==> src/rtl/io_pkg.sv <==
// Shared definitions for the CPU I/O bus: size codes, initiator states and
// the legality / store-masking rules applied before a request reaches the bus.
package io_pkg;

    localparam logic [2:0] SZ_B  = 3'b000;
    localparam logic [2:0] SZ_H  = 3'b001;
    localparam logic [2:0] SZ_W  = 3'b010;
    localparam logic [2:0] SZ_BU = 3'b100;
    localparam logic [2:0] SZ_HU = 3'b101;

    typedef enum logic [1:0] {
        IDLE,
        ACCESS,
        RESP
    } io_state_t;

    // Unsigned sizes only make sense for loads; stores have no extension.
    function automatic logic io_size_legal(input logic [2:0] size, input logic write);
        logic legal;
        case (size)
            SZ_B, SZ_H, SZ_W: legal = 1'b1;
            SZ_BU, SZ_HU:     legal = !write;
            default:          legal = 1'b0;
        endcase
        return legal;
    endfunction

    function automatic logic [31:0] io_store_mask(input logic [2:0] size, input logic [31:0] wdata);
        logic [31:0] masked;
        case (size)
            SZ_B:    masked = {24'h0, wdata[7:0]};
            SZ_H:    masked = {16'h0, wdata[15:0]};
            default: masked = wdata;
        endcase
        return masked;
    endfunction

endpackage

==> src/rtl/io_bus_initiator_if.sv <==
// Board-level I/O bus between the initiator (master) and the responder (slave).
interface io_bus_initiator_if;

    logic [31:0] io_address;
    logic [31:0] io_write_value;
    logic [2:0]  io_data_size;
    logic [31:0] io_read_value;
    logic        io_read_en;
    logic        io_write_en;

    modport master (
        output io_address,
        output io_write_value,
        output io_data_size,
        output io_read_en,
        output io_write_en,
        input  io_read_value
    );

    modport slave (
        input  io_address,
        input  io_write_value,
        input  io_data_size,
        input  io_read_en,
        input  io_write_en,
        output io_read_value
    );

endinterface

==> src/rtl/io_load_format.sv <==
// Load data formatting: truncate a right-justified word to the access size and
// sign- or zero-extend it. Shared with the memory-stage load path.
module io_load_format
    import io_pkg::*;
(
    input  logic [2:0]  size_i,
    input  logic [31:0] raw_i,
    output logic [31:0] data_o
);

    always_comb begin
        data_o = '0;
        case (size_i)
            SZ_B:    data_o = {{24{raw_i[7]}}, raw_i[7:0]};
            SZ_H:    data_o = {{16{raw_i[15]}}, raw_i[15:0]};
            SZ_W:    data_o = raw_i;
            SZ_BU:   data_o = {24'h0, raw_i[7:0]};
            SZ_HU:   data_o = {16'h0, raw_i[15:0]};
            default: data_o = '0;
        endcase
    end

endmodule

==> src/rtl/io_bus_initiator.sv <==
// Single-outstanding load/store initiator for the board I/O bus with
// programmable wait states and up-front rejection of illegal size codes.
module io_bus_initiator
    import io_pkg::*;
#(
    parameter int unsigned WAIT_CYCLES = 0
) (
    input  logic                       clk,
    input  logic                       rst_n,
    input  logic                       req_valid,
    output logic                       req_ready,
    input  logic                       req_write,
    input  logic [31:0]                req_addr,
    input  logic [31:0]                req_wdata,
    input  logic [2:0]                 req_size,
    output logic                       resp_valid,
    output logic [31:0]                resp_rdata,
    output logic                       resp_error,
    io_bus_initiator_if.master         bus
);

    localparam logic [3:0] WAIT_LAST = 4'(WAIT_CYCLES);
    localparam logic       NO_WAIT   = (WAIT_CYCLES == 0);

    io_state_t   state_q;
    logic [3:0]  wait_q;
    logic        write_q;
    logic [31:0] addr_q;
    logic [31:0] wdata_q;
    logic [2:0]  size_q;
    logic        rd_en_q;
    logic        wr_en_q;
    logic        resp_valid_q;
    logic        resp_error_q;
    logic [31:0] rdata_q;

    logic        accept;
    logic        req_legal;
    logic        last_access;
    logic        next_is_last;
    logic [31:0] load_data;

    assign req_ready    = (state_q == IDLE) && rst_n;
    assign accept       = req_valid && req_ready;
    assign req_legal    = io_size_legal(req_size, req_write);
    assign last_access  = (wait_q == WAIT_LAST);
    assign next_is_last = (({1'b0, wait_q} + 5'd1) == {1'b0, WAIT_LAST});

    io_load_format u_load_format (
        .size_i (size_q),
        .raw_i  (bus.io_read_value),
        .data_o (load_data)
    );

    // Write strobe is raised one edge early so it is registered yet lands
    // exactly on the final ACCESS cycle.
    always_ff @(posedge clk or negedge rst_n) begin
        if (!rst_n) begin
            state_q      <= IDLE;
            wait_q       <= '0;
            write_q      <= 1'b0;
            addr_q       <= '0;
            wdata_q      <= '0;
            size_q       <= '0;
            rd_en_q      <= 1'b0;
            wr_en_q      <= 1'b0;
            resp_valid_q <= 1'b0;
            resp_error_q <= 1'b0;
            rdata_q      <= '0;
        end else begin
            case (state_q)
                IDLE: begin
                    if (accept) begin
                        addr_q  <= req_addr;
                        wdata_q <= io_store_mask(req_size, req_wdata);
                        size_q  <= req_size;
                        write_q <= req_write;
                        wait_q  <= '0;
                        if (req_legal) begin
                            state_q <= ACCESS;
                            rd_en_q <= !req_write;
                            wr_en_q <= req_write && NO_WAIT;
                        end else begin
                            state_q      <= RESP;
                            resp_valid_q <= 1'b1;
                            resp_error_q <= 1'b1;
                            rdata_q      <= '0;
                        end
                    end
                end
                ACCESS: begin
                    if (last_access) begin
                        state_q      <= RESP;
                        rd_en_q      <= 1'b0;
                        wr_en_q      <= 1'b0;
                        resp_valid_q <= 1'b1;
                        resp_error_q <= 1'b0;
                        rdata_q      <= write_q ? '0 : load_data;
                    end else begin
                        wait_q  <= wait_q + 4'd1;
                        wr_en_q <= write_q && next_is_last;
                    end
                end
                RESP: begin
                    state_q      <= IDLE;
                    resp_valid_q <= 1'b0;
                end
                default: begin
                    state_q <= IDLE;
                end
            endcase
        end
    end

    assign resp_valid         = resp_valid_q;
    assign resp_rdata         = rdata_q;
    assign resp_error         = resp_error_q;
    assign bus.io_address     = addr_q;
    assign bus.io_write_value = wdata_q;
    assign bus.io_data_size   = size_q;
    assign bus.io_read_en     = rd_en_q;
    assign bus.io_write_en    = wr_en_q;

endmodule
==> src/flat_wrapper.sv <==
// flat-port wrapper written by rule: the top's interface ports become plain ports
module io_bus_initiator_flat import io_pkg::*;
#(
    parameter int unsigned WAIT_CYCLES = 0
)
  (clk, rst_n, req_valid, req_ready, req_write, req_addr, req_wdata, req_size, resp_valid, resp_rdata, resp_error, bus_io_address, bus_io_write_value, bus_io_data_size, bus_io_read_en, bus_io_write_en, bus_io_read_value);
  io_bus_initiator_if bus_i ();
  input  logic clk;
  input  logic rst_n;
  input  logic req_valid;
  output logic req_ready;
  input  logic req_write;
  input  logic [31:0] req_addr;
  input  logic [31:0] req_wdata;
  input  logic [2:0] req_size;
  output logic resp_valid;
  output logic [31:0] resp_rdata;
  output logic resp_error;
  output wire logic [$bits(bus_i.io_address)-1:0] bus_io_address;
  output wire logic [$bits(bus_i.io_write_value)-1:0] bus_io_write_value;
  output wire logic [$bits(bus_i.io_data_size)-1:0] bus_io_data_size;
  output wire logic [$bits(bus_i.io_read_en)-1:0] bus_io_read_en;
  output wire logic [$bits(bus_i.io_write_en)-1:0] bus_io_write_en;
  input wire logic [$bits(bus_i.io_read_value)-1:0] bus_io_read_value;
  assign bus_io_address = bus_i.io_address;
  assign bus_io_write_value = bus_i.io_write_value;
  assign bus_io_data_size = bus_i.io_data_size;
  assign bus_io_read_en = bus_i.io_read_en;
  assign bus_io_write_en = bus_i.io_write_en;
  assign bus_i.io_read_value = bus_io_read_value;
  io_bus_initiator #(.WAIT_CYCLES(WAIT_CYCLES)) u_core (.clk(clk), .rst_n(rst_n), .req_valid(req_valid), .req_ready(req_ready), .req_write(req_write), .req_addr(req_addr), .req_wdata(req_wdata), .req_size(req_size), .resp_valid(resp_valid), .resp_rdata(resp_rdata), .resp_error(resp_error), .bus(bus_i));
endmodule
==> config.mk <==
export PLATFORM = sky130hd
export DESIGN_NAME = io_bus_initiator_flat
export DESIGN_NICKNAME = d
export VERILOG_FILES = /design/src/rtl/io_pkg.sv /design/src/rtl/io_bus_initiator_if.sv /design/src/rtl/io_load_format.sv /design/src/rtl/io_bus_initiator.sv /design/src/flat_wrapper.sv
export SDC_FILE = /design/constraint.sdc
export NUM_CORES = 1
export LEC_CHECK = 0
export BUFFER_PORTS_ARGS = -buffer_cell sky130_fd_sc_hd__buf_2
export CAP_MARGIN = 15
export CORE_MARGIN = 1.5
export CORE_UTILIZATION = 50
export CTS_BUF_LIST = sky130_fd_sc_hd__clkbuf_4 sky130_fd_sc_hd__clkbuf_8
export DETAILED_ROUTE_END_ITERATION = 10
export GPL_TIMING_DRIVEN = 0
export PLACE_DENSITY = 0.83
export SYNTH_ARGS = -nofsm -noshare
export SYNTH_HDL_FRONTEND = slang
export SYNTH_SLANG_ARGS = --single-unit
export TNS_END_PERCENT = 5
==> constraint.sdc <==
create_clock -name clk -period 2 [get_ports clk]
set_input_delay 0.2 -clock clk [delete_from_list [all_inputs] [get_ports clk]]
set_output_delay 0.2 -clock clk [all_outputs]
set_load 0.03 [all_outputs]
# After elaboration in Yosys (flattened, before gate mapping)
# Cells that the tools add are included.
[word_totals]
reg_bits = 110
in_bits = 103
output_inout_bits = 104
[classes]
addsub = 2
eq_ne = 15
n_mux = 28
n_reduce_logical = 20
[ops]
columns = ["operator", "n"]
rows = [
  ["$pmux 32 s5", 1],
  ["$mux 32", 4],
  ["$pmux 32 s2", 2],
  ["$eq 3x3->1 const B", 4],
  ["$reduce_and 4->1", 3],
  ["$mux 1", 9],
  ["$mux 4", 2],
  ["$pmux 1 s2", 4],
  ["$pmux 4 s2", 1],
  ["$eq 3x1->1 const B", 2],
  ["$eq 3x2->1 const B", 2],
  ["$logic_not 3->1", 2],
  ["$mux 2", 3],
  ["$ne 2x1->1 const B", 3],
  ["$reduce_and 3->1", 2],
  ["$add 4x1->5 const B", 1],
  ["$logic_not 5->1", 1],
  ["$add 4x1->4 const B", 1],
  ["$logic_not 4->1", 1],
  ["$ne 2x2->1 const B", 2],
  ["$pmux 2 s2", 1],
  ["$reduce_and 2->1", 2],
  ["$logic_and 1x1->1", 3],
  ["$pmux 1 s3", 1],
  ["8 further kinds", 8],
]

# Longest topological paths before layout
[logic_depth]
depth_word = 6
ltp_mapped = 9

# Hierarchy
# Synthesis repeated with hierarchy kept, for this count alone.
[hier_totals]
hier_cells = 385
hier_area_um2 = 4829.6
[by_module_without_submodules]
columns = ["module", "instances", "cells_per_inst", "area_per_inst_um2"]
rows = [
  ["io_bus_initiator", 1, 314, 4236.6],
  ["io_load_format", 1, 71, 593.1],
]

# Least setup slack after synthesis
# Ideal clock, no wire load.
[synth_timing]
kind = "register to register"
start = "register u_core.state_q[0]"
end = "register u_core.rdata_q[10] (netlist: u_core.resp_rdata[10])"
setup_time_ns = 0.125
arrival_ns = 1.641
required_time_ns = 1.875
setup_slack_ns = 0.234
stages_incl_launch_ff = 9
n_path_buf = 2
synth_period_minus_slack_ns = 1.766
path_cell_list = "dfrtp_1 > inv_1 > ha_1 > buf_4 > nand3_1 > a21oi_1 > o21ai_4 > buf_6 > mux2_4"
[synth_via]
elab_chain_len = 5
elab_cells_between_ends = 10
classes_between = "eq/ne (4); mux (1); reduce/logical (5)"
[synth_lines]
columns = ["element", "line", "text"]
rows = [
  ["start: declaration", "io_bus_initiator.sv:25", "io_state_t state_q;"],
  ["start signal: assignment", "io_bus_initiator.sv:59", "state_q <= IDLE;"],
  ["start signal: assignment", "io_bus_initiator.sv:80", "state_q <= ACCESS;"],
  ["start signal: assignment", "io_bus_initiator.sv:84", "state_q <= RESP;"],
  ["$logic_not 2->1", "io_bus_initiator.sv:43, io_bus_initiator.sv:71", ""],
  ["$logic_and 1x1->1", "io_bus_initiator.sv:43", "assign req_ready = (state_q == IDLE) && rst_n;"],
  ["$logic_and 1x1->1", "io_bus_initiator.sv:44", "assign accept = req_valid && req_ready;"],
  ["$ne 2x1->1 (no line)", "n/a", ""],
  ["$reduce_and 4->1 (no line)", "n/a", ""],
  ["end signal: assignment", "io_bus_initiator.sv:98", "rdata_q <= write_q ? '0 : load_data;"],
  ["end: declaration", "io_bus_initiator.sv:35", "logic [31:0] rdata_q;"],
]
# Parallel ways exist; a longest one is shown, timed or not.
# A chain may end at the register's enable or synchronous reset.

# Worst setup path in the final report
[layout_timing]
start = "register u_core.state_q[0]"
end = "register u_core.rdata_q[26] (netlist: u_core.resp_rdata[26])"
# Same word-level chain as after synthesis.

==> out/metrics.csv <==
stage;metric;value;unit
worst_setup_path;register-to-register setup slack;5;ps
drt;# DRC;0;
finish;area added between synthesis and finish;30.8;%
power;LEAKAGE;3.69;nW
timing;fmax;0.501;GHz
timing;fin worst setup slack;4.56;ps
drt;drt pass-1 iters;4;
synthesis;count of different cell masters after synthesis;37;
worst_setup_path;CP max FO;10;
drt;DR WL/cell;15.0;µm
synthesis;Area contributors post-synth;dfrtp_1, nand2_1, mux2_4;
synthesis;Syn Std Cell Area;5040;µm²
worst_setup_path;Crit path arrival time;2240;ps
worst_setup_path;critical path launch point;u_core.state_q[0]$_DFFE_PN0P_;
synthesis;Mapped Cells;503;
finish;Nets;839;
worst_setup_path;crit-path cells;inv_1 -> ha_1 -> buf_4 -> nand3_1 -> a21oi_2 -> o21ai_4 -> buf_6 -> mux2_4;
floorplan;die area;10700;µm²
grt;initial antenna violation count;0;
timing;RSZ-0062 raised after global routing;yes;
worst_setup_path;worst reg2reg startpoint;u_core.state_q[0]$_DFFE_PN0P_;
finish;Fill cells;768;
finish;Inserted Diodes;0;
placement;pre-CTS setup slack;-215;ps
power;internal power;0.00516;W
floorplan;Core Area;9770;µm²
clock_network;CTS tree;built;
power;Logic pwr share;48.8;%
drt;final wirelength;13.0;mm
grt;number of global-route vias before repair;4267;
worst_setup_path;CP top delay family;buffers and inverters;
flow_run;max cap viols;0;
clock_network;clock slew at reported path FFs;100;ps
drt;Final ANT Viol Nets;0;
synthesis;Avg Cell Area, Syn;10.0;µm²
floorplan;I/O pins;207;
placement;Area after DPL;6260;µm²
clock_network;CTS buffer count;9;
grt;aggregate global routing overflow;0;
worst_setup_path;WP data required;2250;ps
worst_setup_path;type of origin of the critical path;register;
synthesis;sequential share of the synthesized area;54.7;%
drt;vias per cell;5.02;
power;Flop pwr share;37.0;%
placement;DP HPWL;9.60;mm
synthesis;area leader, netlist;dfrtp_1;
power;switching part of the total;45.9;%
placement;port bufs;205;
timing;Setup Skew;6.54;ps
power;part of the power in the clock network;14.3;%
timing;fin. max-slew vios;0;
run_status;failing checks;hold timing;
run_status;status;complete, but fails checks;
floorplan;num rows;36;
grt;GRT Resource Usage Total;24.4;%
power;Pwr Density;1450;nW/µm²
timing;Worst Tran Pin Value;733;ps
finish;Post-Layout Cell Count;868;
synthesis;post-synth top area share;54.7;%
synthesis;Ys Warns;0;
timing;Hold Slack;-112;ps
drt;Via Count;4361;
power;VDD IR-drop max;1.14;mV
timing;Slew headroom;51.1;%
floorplan;starting density of the core;51.5;%
worst_setup_path;Worst setup EP type;register;
worst_setup_path;Buf+Inv Stages, Crit Path;3;
timing;Final min period;2000;ps
placement;Inst Count DP;842;
clock_network;# hold bufs at CTS;10;
finish;share of post-route cells with drive strength above 1;39.7;%
timing;setup violators final;0;
min_path;worst hold path class;primary input to asynchronous set/reset pin;
finish;total non-filler cell area in the finished layout;6590;µm²
worst_setup_path;instance count on the critical path;8;
drt;initial DRC count;111;
clock_network;total number of H-tree levels;3;
finish;commonest non-fill, non-tap cell in the layout;buf_2;
timing;Tcrit/Tclk final;99.8;%
floorplan;Chip Height;103;µm
grt;global-route wire length before repair;20.2;mm
clock_network;worst skew pair latency;360;ps
synthesis;number of synthesized register bits;110;
grt;largest net degree at the start of global routing;58;
placement;GP Congestion;0.803;
worst_setup_path;biggest cell delay along the critical path;390;ps
clock_network;Bufs on Longest Clock Path;2;
floorplan;Chip Width;103;µm
worst_setup_path;WS Path Type;register to register;
timing;final hold viol count;53;
worst_setup_path;reg-to-reg endpoint;u_core.resp_rdata[26]$_DFFE_PN0P_;
clock_network;clock sink count;110;
synthesis;post-synth net total;612;
clock_network;root buf cell;clkbuf_8;
power;Net Switching;0.00438;W
worst_setup_path;Slowest cell on crit path;dfrtp_1;
worst_setup_path;reg2reg path depth;8;
worst_setup_path;Worst Setup EP;u_core.resp_rdata[26]$_DFFE_PN0P_;
finish;most frequent cells in the layout;buf_2, nand2_1, dfrtp_1;
-- routing by layer --
metal | track usage (%) | vias up | wire length (µm)
li1 | - | 2091 | -
met1 | 30.4 | 2082 | 5460
met2 | 41.2 | 167 | 6380
met3 | 5.58 | 21 | 902
met4 | 9.46 | 0 | 268
met5 | 0 | - | 0
-- power by group through the flow --
stage / Sequential, W / Combinational (W) / Clock [W]
after detailed placement: 0.00353 / 0.00465 / 0
after global placement: 0.00350 / 0.00452 / 0
after floorplan: 0.00507 / 0.00166 / 0
after global routing: 0.00364 / 0.00505 / 0.00149
final: 0.00353 / 0.00465 / 0.00136
after CTS: 0.00352 / 0.00466 / 0.00141
-- metrics by stage --
| step | hold WS [ps] | TNS (ps) | util, % | total power, W |
|---|---|---|---|---|
| after global routing | -65.2 | -2690 | 67.4 | 0.0102 |
| after detailed placement | 313 | -8980 | 64.0 | 0.00818 |
| after floorplan | -95.6 | 0 | - | 0.00672 |
| after global placement | 389 | -212270 | 63.7 | 0.00802 |
| final | -112 | 0 | 67.4 | 0.00954 |
| after CTS | -103 | -67.4 | 67.2 | 0.00958 |
-- cell families after synthesis --
logic type / Yosys count / synth area share (%)
adder cells (fa/ha/maj): 6 / 1.49
multiplexers: 46 / 11.6
AO/OA/AOI/OAI: 55 / 7.75
buffers and inverters: 44 / 4.50
AND/OR/NAND/NOR: 242 / 20.0
flip-flops: 110 / 54.7
-- layout make-up --
class	instances	area (µm²)	area share, %
Inverter	15	56.3	0.855
Buffer	29	185	2.81
Clock buffer	13	154	2.34
Timing Repair Buffer	216	1160	17.6
Tap cell	133	166	2.53
Multi-Input combinational cell	349	2070	31.4
Clock inverter	3	45.0	0.684
Sequential cell	110	2750	41.8
-- how the worst min path moves through the flow --
stage	slack, ps	to	startpoint	depth (start not counted)
final	-110	u_core.resp_rdata[6]$_DFFE_PN0P_	rst_n	1
after global routing	-70	u_core.resp_rdata[0]$_DFFE_PN0P_	rst_n	1
after CTS	-100	u_core.resp_rdata[6]$_DFFE_PN0P_	rst_n	1
after detailed placement	310	u_core.resp_rdata[6]$_DFFE_PN0P_	rst_n	1
after global placement	390	u_core.bus.io_address[12]$_DFFE_PN0P_	req_addr[12]	3
after floorplan	-100	u_core.bus.io_address[0]$_DFFE_PN0P_	rst_n	0
-- flip-flops by register name (all words and copies together), names as in the netlist --
| register | cells |
|---|---|
| u_core.resp_valid | 1 |
| u_core.bus.io_data_size | 3 |
| u_core.state_q | 2 |
| u_core.bus.io_read_en | 1 |
| u_core.resp_error | 1 |
| u_core.write_q | 1 |
| u_core.resp_rdata | 32 |
| u_core.bus.io_write_value | 32 |
| u_core.wait_q | 4 |
| u_core.bus.io_address | 32 |
| u_core.bus.io_write_en | 1 |
-- Yosys cell counts --
library cell and n:
a211oi_1 1, a21oi_1 13, a21oi_2 10, a22o_1 8
a22oi_1 9, a31oi_1 1, and2_1 2, and3_1 1
buf_1 2, buf_12 1, buf_2 6, buf_4 2
buf_6 4, clkbuf_1 14, dfrtp_1 110, ha_1 6
inv_1 15, mux2_2 12, mux2_4 22, mux2i_1 12
nand2_1 195, nand2b_4 1, nand3_1 19, nand3b_1 1
nand3b_2 1, nor2_1 14, nor2b_1 3, nor3b_2 2
nor3b_4 1, o21ai_0 8, o21ai_1 1, o21ai_4 1
o2bb2ai_1 1, o31ai_1 1, o32ai_1 1, or2_2 1
or3_1 1
-- timing repair --
| item | 4_1_cts | 5_1_grt |
|---|---|---|
| pin swaps | 0 | 1 |
| hold endpoints to repair | 63 | 53 |
| endpoints found under the setup margin | 90 | 94 |
| gates resized for setup | 3 | 12 |
| buffers inserted | 0 | 0 |
Note: power is estimated with default switching activity, not from simulation.
